<file path="config.mk">
export PLATFORM = sky130hd
export DESIGN_NAME = id_ex_operand_stage
export DESIGN_NICKNAME = d
export VERILOG_FILES = /design/src/rtl/mips_pkg.sv /design/src/rtl/rf_bypass_mux.sv /design/src/rtl/id_ex_operand_stage.sv
export SDC_FILE = /design/constraint.sdc
export NUM_CORES = 1
export LEC_CHECK = 0
export BUFFER_PORTS_ARGS = -buffer_cell sky130_fd_sc_hd__clkbuf_2
export CAP_MARGIN = 20
export CORE_UTILIZATION = 28
export DETAILED_ROUTE_END_ITERATION = 10
export PLACE_DENSITY_LB_ADDON = 0.25
export RECOVER_POWER = 25
export SYNTH_ARGS = -nofsm -noshare
export SYNTH_HDL_FRONTEND = slang
export SYNTH_SLANG_ARGS = --single-unit
</file>
<file path="constraint.sdc">
create_clock -name clk -period 2.81 [get_ports clk]
set_input_delay 0.843 -clock clk [delete_from_list [all_inputs] [get_ports clk]]
set_output_delay 0.843 -clock clk [all_outputs]
set_load 0.1 [all_outputs]
</file>
<file path="src/rtl/mips_pkg.sv">
// mips_pkg: shared constants and types for the decode/execute datapath.
//   WIDTH              datapath / register width
//   REG_ADDRESS_WIDTH  register index width (32 architectural registers)
//   ZERO_REG           index of the hardwired-zero register
//   CTRL_W             width of the opaque decoded-control bundle
//   CTRL_*             field offsets inside the control bundle. Only EX
//                      interprets them. This stage passes the bundle through.
//   op_sel_e           operand source selected by rf_bypass_mux
package mips_pkg;

  localparam int WIDTH             = 32;
  localparam int REG_ADDRESS_WIDTH = 5;
  localparam int CTRL_W            = 8;

  localparam logic [REG_ADDRESS_WIDTH-1:0] ZERO_REG = 5'd0;

  // Control bundle layout (bit offsets into id_ctrl / ex_ctrl)
  localparam int CTRL_ALU_OP_LSB = 0;
  localparam int CTRL_ALU_OP_W   = 4;
  localparam int CTRL_ALU_SRC    = 4;
  localparam int CTRL_MEM_WRITE  = 5;
  localparam int CTRL_BRANCH     = 6;
  localparam int CTRL_JUMP       = 7;

  typedef enum logic [1:0] {
    OP_SEL_ZERO   = 2'd0,
    OP_SEL_BYPASS = 2'd1,
    OP_SEL_FILE   = 2'd2
  } op_sel_e;

endpackage

</file>
<file path="src/rtl/rf_bypass_mux.sv">
// rf_bypass_mux: operand source select for one register-file read port.
// The register file is read-first. A read in the same cycle as a writeback
// to the same register would return the stale value, so the writeback data
// is forwarded here.
//   index    in   register index being read
//   rf_rd    in   register-file read data for index
//   wb_we    in   writeback write enable
//   wb_a3    in   writeback write address
//   wb_wd    in   writeback write data
//   operand  out  selected operand (combinational)
module rf_bypass_mux #(
  parameter int WIDTH             = mips_pkg::WIDTH,
  parameter int REG_ADDRESS_WIDTH = mips_pkg::REG_ADDRESS_WIDTH
) (
  input  logic [REG_ADDRESS_WIDTH-1:0] index,
  input  logic [WIDTH-1:0]             rf_rd,
  input  logic                         wb_we,
  input  logic [REG_ADDRESS_WIDTH-1:0] wb_a3,
  input  logic [WIDTH-1:0]             wb_wd,
  output logic [WIDTH-1:0]             operand
);
  import mips_pkg::*;

  op_sel_e sel_s;

  // Source priority: $0 beats the bypass, so a stray write to $0 never leaks.
  // The bypass beats the file.
  always_comb begin
    sel_s = OP_SEL_FILE;
    if (index == {REG_ADDRESS_WIDTH{1'b0}}) begin
      sel_s = OP_SEL_ZERO;
    end else if (wb_we && (wb_a3 == index)) begin
      sel_s = OP_SEL_BYPASS;
    end else begin
      sel_s = OP_SEL_FILE;
    end
  end

  // Drive the operand from the selected source.
  always_comb begin
    operand = {WIDTH{1'b0}};
    case (sel_s)
      OP_SEL_ZERO:   operand = {WIDTH{1'b0}};
      OP_SEL_BYPASS: operand = wb_wd;
      OP_SEL_FILE:   operand = rf_rd;
      default:       operand = {WIDTH{1'b0}};
    endcase
  end

endmodule

</file>
<file path="src/rtl/id_ex_operand_stage.sv">
// id_ex_operand_stage: ID/EX pipeline register with operand fetch,
// writeback bypass and load-use hazard handling.
//   clk, rst                  clock, synchronous active-high reset
//   id_*                      decoded instruction currently in ID
//   rf_a1/rf_a2 (out)         register-file read addresses (= id_rs/id_rt)
//   rf_rd1/rf_rd2 (in)        register-file read data
//   wb_we/wb_a3/wb_wd         writeback port, the same nets as the file's write port
//   ex_stall                  EX cannot accept. Hold ID/EX.
//   flush                     kill the instruction in ID
//   stall_id (out)            hold PC and IF/ID this cycle (combinational)
//   ex_* (out)                ID/EX register contents
module id_ex_operand_stage #(
  parameter int WIDTH             = mips_pkg::WIDTH,
  parameter int REG_ADDRESS_WIDTH = mips_pkg::REG_ADDRESS_WIDTH,
  parameter int CTRL_W            = mips_pkg::CTRL_W
) (
  input  logic                         clk,
  input  logic                         rst,
  input  logic                         id_valid,
  input  logic [REG_ADDRESS_WIDTH-1:0] id_rs,
  input  logic [REG_ADDRESS_WIDTH-1:0] id_rt,
  input  logic                         id_uses_rt,
  input  logic [REG_ADDRESS_WIDTH-1:0] id_dest,
  input  logic                         id_reg_write,
  input  logic                         id_mem_read,
  input  logic [WIDTH-1:0]             id_imm,
  input  logic [WIDTH-1:0]             id_pc,
  input  logic [CTRL_W-1:0]            id_ctrl,
  output logic [REG_ADDRESS_WIDTH-1:0] rf_a1,
  output logic [REG_ADDRESS_WIDTH-1:0] rf_a2,
  input  logic [WIDTH-1:0]             rf_rd1,
  input  logic [WIDTH-1:0]             rf_rd2,
  input  logic                         wb_we,
  input  logic [REG_ADDRESS_WIDTH-1:0] wb_a3,
  input  logic [WIDTH-1:0]             wb_wd,
  input  logic                         ex_stall,
  input  logic                         flush,
  output logic                         stall_id,
  output logic                         ex_valid,
  output logic [WIDTH-1:0]             ex_rs_val,
  output logic [WIDTH-1:0]             ex_rt_val,
  output logic [REG_ADDRESS_WIDTH-1:0] ex_rs,
  output logic [REG_ADDRESS_WIDTH-1:0] ex_rt,
  output logic [REG_ADDRESS_WIDTH-1:0] ex_dest,
  output logic                         ex_reg_write,
  output logic                         ex_mem_read,
  output logic [WIDTH-1:0]             ex_imm,
  output logic [WIDTH-1:0]             ex_pc,
  output logic [CTRL_W-1:0]            ex_ctrl
);
  import mips_pkg::*;

  logic [WIDTH-1:0] rs_val_s;
  logic [WIDTH-1:0] rt_val_s;
  logic             load_use_s;

  assign rf_a1 = id_rs;
  assign rf_a2 = id_rt;

  rf_bypass_mux #(
    .WIDTH             (WIDTH),
    .REG_ADDRESS_WIDTH (REG_ADDRESS_WIDTH)
  ) u_rs_mux (
    .index   (id_rs),
    .rf_rd   (rf_rd1),
    .wb_we   (wb_we),
    .wb_a3   (wb_a3),
    .wb_wd   (wb_wd),
    .operand (rs_val_s)
  );

  rf_bypass_mux #(
    .WIDTH             (WIDTH),
    .REG_ADDRESS_WIDTH (REG_ADDRESS_WIDTH)
  ) u_rt_mux (
    .index   (id_rt),
    .rf_rd   (rf_rd2),
    .wb_we   (wb_we),
    .wb_a3   (wb_a3),
    .wb_wd   (wb_wd),
    .operand (rt_val_s)
  );

  // Load-use hazard: a load in EX targets a register the ID instruction reads.
  // Its data exists only after MEM, so one bubble is needed. A load to $0 is
  // never a hazard. rt counts only when the instruction actually reads it.
  always_comb begin
    load_use_s = 1'b0;
    if (ex_valid && ex_mem_read && (ex_dest != {REG_ADDRESS_WIDTH{1'b0}}) && id_valid) begin
      load_use_s = (ex_dest == id_rs) || (id_uses_rt && (ex_dest == id_rt));
    end else begin
      load_use_s = 1'b0;
    end
  end

  // A flush kills ID outright, so there is nothing to hold even if a
  // hazard is also present.
  assign stall_id = ~rst & ~flush & (ex_stall | load_use_s);

  // ID/EX register: reset > flush bubble > hold > load-use bubble > capture.
  // Bubbles clear only the qualifying bits. The data fields keep stale
  // contents that nobody consumes.
  always_ff @(posedge clk) begin
    if (rst) begin
      ex_valid     <= 1'b0;
      ex_rs_val    <= {WIDTH{1'b0}};
      ex_rt_val    <= {WIDTH{1'b0}};
      ex_rs        <= {REG_ADDRESS_WIDTH{1'b0}};
      ex_rt        <= {REG_ADDRESS_WIDTH{1'b0}};
      ex_dest      <= {REG_ADDRESS_WIDTH{1'b0}};
      ex_reg_write <= 1'b0;
      ex_mem_read  <= 1'b0;
      ex_imm       <= {WIDTH{1'b0}};
      ex_pc        <= {WIDTH{1'b0}};
      ex_ctrl      <= {CTRL_W{1'b0}};
    end else if (flush) begin
      ex_valid     <= 1'b0;
      ex_reg_write <= 1'b0;
      ex_mem_read  <= 1'b0;
    end else if (ex_stall) begin
      ex_valid     <= ex_valid;
      ex_reg_write <= ex_reg_write;
      ex_mem_read  <= ex_mem_read;
    end else if (load_use_s) begin
      ex_valid     <= 1'b0;
      ex_reg_write <= 1'b0;
      ex_mem_read  <= 1'b0;
    end else begin
      ex_valid     <= id_valid;
      ex_rs_val    <= rs_val_s;
      ex_rt_val    <= rt_val_s;
      ex_rs        <= id_rs;
      ex_rt        <= id_rt;
      ex_dest      <= id_dest;
      ex_reg_write <= id_valid & id_reg_write;
      ex_mem_read  <= id_valid & id_mem_read;
      ex_imm       <= id_imm;
      ex_pc        <= id_pc;
      ex_ctrl      <= id_ctrl;
    end
  end

endmodule

</file>
==> flow_summary.toml <==
[status]
outcome = "complete, no violations"

[hold_path]
min_from = "ex_imm[30]"
holdPathEnd = "ex_imm[30]"
hold_depth = 2
hold_class = "reg2reg"

[drt]
post_drt_wl_per_cell_um = 16.9
viasPerCell = 4.59
ant_nets = 0
drc = 0
dr.first_iter.drc_count = 435
vias = 7341
drt-total-wl_um = 27000
firstDrtPassIters = 5

[placement]
port_buffers = 361
gp_congestion = 0.786
placed_area_um2 = 10300
dp_hpwl_um = 19400

[cts]
h-tree-depth = 4
cts_sinks = 154
clk_latency_ps = 420
clkTransAtPathRegs_ps = 70
root_buffer = "clkbuf_16"
numCtsBuffers = 17
cts_buffer_depth = 2
cts_tree = "done"

[sta]
maxSlewViolCount = 0
finalHoldViolations = 0
max_freq_mhz = 363
fin_crit_sh = 0.980
period_minus_slack_ps = 2750
setup_violations = 0
worstMarginPinSlew_ps = 1240
relSlewSlack = 0.180
rsz0062_at_grt = "no"
fin_worst_skew_ps = 15.3

[synthesis]
ys_warn_count = 0
synth_nets = 1077
synth-seq-cells = 154
synth_top_area_cell = "dfxtp_1"
synthesis.instances = 880
syn_area_per_cell_um2 = 9.05
syn_area_um2 = 7970
synth_area_leaders = "dfxtp_1, nand2b_1, mux2i_1"
synth_top_area_share = 0.387
synth_cell_type_count = 27
ys_seq_area_frac = 0.387

[critical_path]
cp-start-kind = "input port"
worstSetupEndpointType = "output port"
max_stage_delay_ps = 200
crit_slowest_cell = "nor3_4"
worstSetupStartpoint = "id_rs[4]"
reg2reg_to = "ex_rt_val[6]"
criticalPathCategory = "in2out"
required_ps = 1970
reg2reg_depth = 8
r2r-start = "ex_dest[4]"
path_buf_inv = 2
crit_chain = "buf_6 -> xnor2_2 -> nand2_1 -> o22ai_2 -> a21oi_2 -> nor3_4 -> buf_12"
crit_fanout = 2
crit_family = "buffers and inverters"
reg2reg_setup_slack_ps = 370
arrival_ps = 1910

[global_route]
grt_first_pass_wirelength_um = 40000
grt_overflow = 0
grt_pass1_vias = 7147
grt_start_max_net_pins = 103
antenna_found_initial = 1
grt_util_all_layers = 0.181

[final_layout]
layout.area.seq_um2 = 3090
multi_input_area_um2 = 4560
areaGrowthSynthToFinish_pct = 36.3
layout.nets = 1403
final_area_um2 = 10900
fill_cells = 2910
layout-drive-gt1-share = 0.375

[die]
die_w_um = 171
coreArea_um2 = 27900
fp-row-count = 61
ios = 362
initial_utilization = 0.286
dieArea_um2 = 29100
die_h_um = 171

[power_and_ir_drop]
power_density_nw_per_um2 = 606
p_total_mw = 6.58
vdd_ir_drop_max_mv = 0.297
p_leak_nw = 5.00

[flow_run]
cap_violations = 0
[worst max path at each step]
stage	to	depth (start not counted)	slack [ps]
CTS	stall_id	7	40
finish	stall_id	7	60
floorplan	stall_id	5	-230
global placement	stall_id	7	-10
global route	stall_id	7	5
detailed placement	stall_id	7	-10
[per-stage QoR]
| step | TNS (ps) | instances | utilization | setup WS (ps) | hold slack, ps |
|---|---|---|---|---|---|
| 6_report | 0 | 1598 | 0.390 | 56.0 | 474 |
| 5_1_grt | 0 | 1597 | 0.389 | 4.92 | 493 |
| 4_1_cts | 0 | 1596 | 0.391 | 35.8 | 481 |
| 3_5_place_dp | -14.5 | 1564 | 0.370 | -14.5 | 467 |
| 3_3_place_gp | -11.2 | 1564 | 0.370 | -11.2 | 459 |
| 2_1_floorplan | -225 | 880 | - | -225 | 688 |
[Yosys cell counts]
master / count
nand2b_1: 175
dfxtp_1: 154
mux2i_1: 87
a21oi_1: 67
nand3_1: 66
nor2b_1: 64
o21ai_0: 64
mux2_2: 61
clkbuf_1: 55
xnor2_1: 20
buf_4: 18
buf_2: 13
nand2_1: 6
a211o_1: 3
and2_1: 3
mux2_4: 3
nand4_1: 3
a21boi_0: 2
and4_1: 2
buf_6: 2
inv_1: 2
nor2_1: 2
nor3_1: 2
o21bai_1: 2
or4_1: 2
o21a_1: 1
o22ai_2: 1
[power by group]
group	switching, mW	total (mW)	internal [mW]
sequential	0.0656	2.36	2.30
clock	1.10	2.45	1.35
combinational	1.32	1.77	0.450
total	2.48	6.58	4.10
[layout by cell type, fill, tap and decap left out, drive strengths merged, types with 2 or more instances in the layout]
| master | Yosys | layout |
|---|---|---|
| clkbuf | 55 | 370 |
| nand2b | 175 | 175 |
| dfxtp | 154 | 154 |
| mux2i | 87 | 87 |
| a21oi | 67 | 67 |
| nand3 | 66 | 66 |
| o21ai | 64 | 64 |
| nor2b | 64 | 64 |
| mux2 | 64 | 64 |
| buf | 33 | 42 |
| xnor2 | 20 | 20 |
| inv | 2 | 9 |
| nand2 | 6 | 6 |
| nand4 | 3 | 3 |
| and2 | 3 | 3 |
| clkinvlp | 0 | 3 |
| a211o | 3 | 3 |
| clkinv | 0 | 3 |
| nor2 | 2 | 2 |
| and4 | 2 | 2 |
| or4 | 2 | 2 |
| o21bai | 2 | 2 |
| a21boi | 2 | 2 |
| bufinv | 0 | 2 |
| nor3 | 2 | 2 |
[layer usage]
metal  GRT usage  up-vias  routed length (µm)
met4      0.0501        0                 388
met5           0        -                   0
met2       0.306      289               12900
li1            -     3622                   -
met1       0.217     3409               11300
met3      0.0599       21                2400
[flip-flops by register name (all words and copies together), names as in the netlist]
signal	flops
ex_imm	32
ex_pc	32
ex_rs_val	32
ex_rt_val	32
ex_ctrl	8
ex_dest	5
ex_rs	5
ex_rt	5
ex_mem_read	1
ex_reg_write	1
ex_valid	1
[cell families after synthesis]
| family | count (synthesis) | share of synthesized area |
|---|---|---|
| DFF | 154 | 0.387 |
| AOI/OAI and AO/OA | 140 | 0.0919 |
| buffers and inverters | 90 | 0.0548 |
| xor gates and xnor gates | 20 | 0.0220 |
| and+or+nand+nor | 325 | 0.243 |
| muxes | 151 | 0.201 |
[final cells by class]
class                   count  area share
multi-input cells         636       0.420
flip-flops and latches    154       0.285
repair buffers            395       0.195
well taps                 378      0.0436
clock buffers              17      0.0392
clock inverters            15      0.0167
inverters                   2    0.000692
diodes                      1    0.000231
[worst register-to-register path, stage by stage (launching register included)]
cell and delay (ps):
dfxtp_2 450, xnor2_2 160, nand2_1 90, o22ai_2 190
clkbuf_4 160, buf_4 120, a211o_4 220, clkbuf_4 520
mux2_2 440
[what timing repair did]
item / in CTS / in global routing
endpoints found under the setup margin: 1 / 1
resized for setup: 0 / 8
pin swaps: 3 / 7
setup buffers: 0 / 1
hold buffers: 0 / 0
Note: power is estimated with default switching activity, not from simulation.
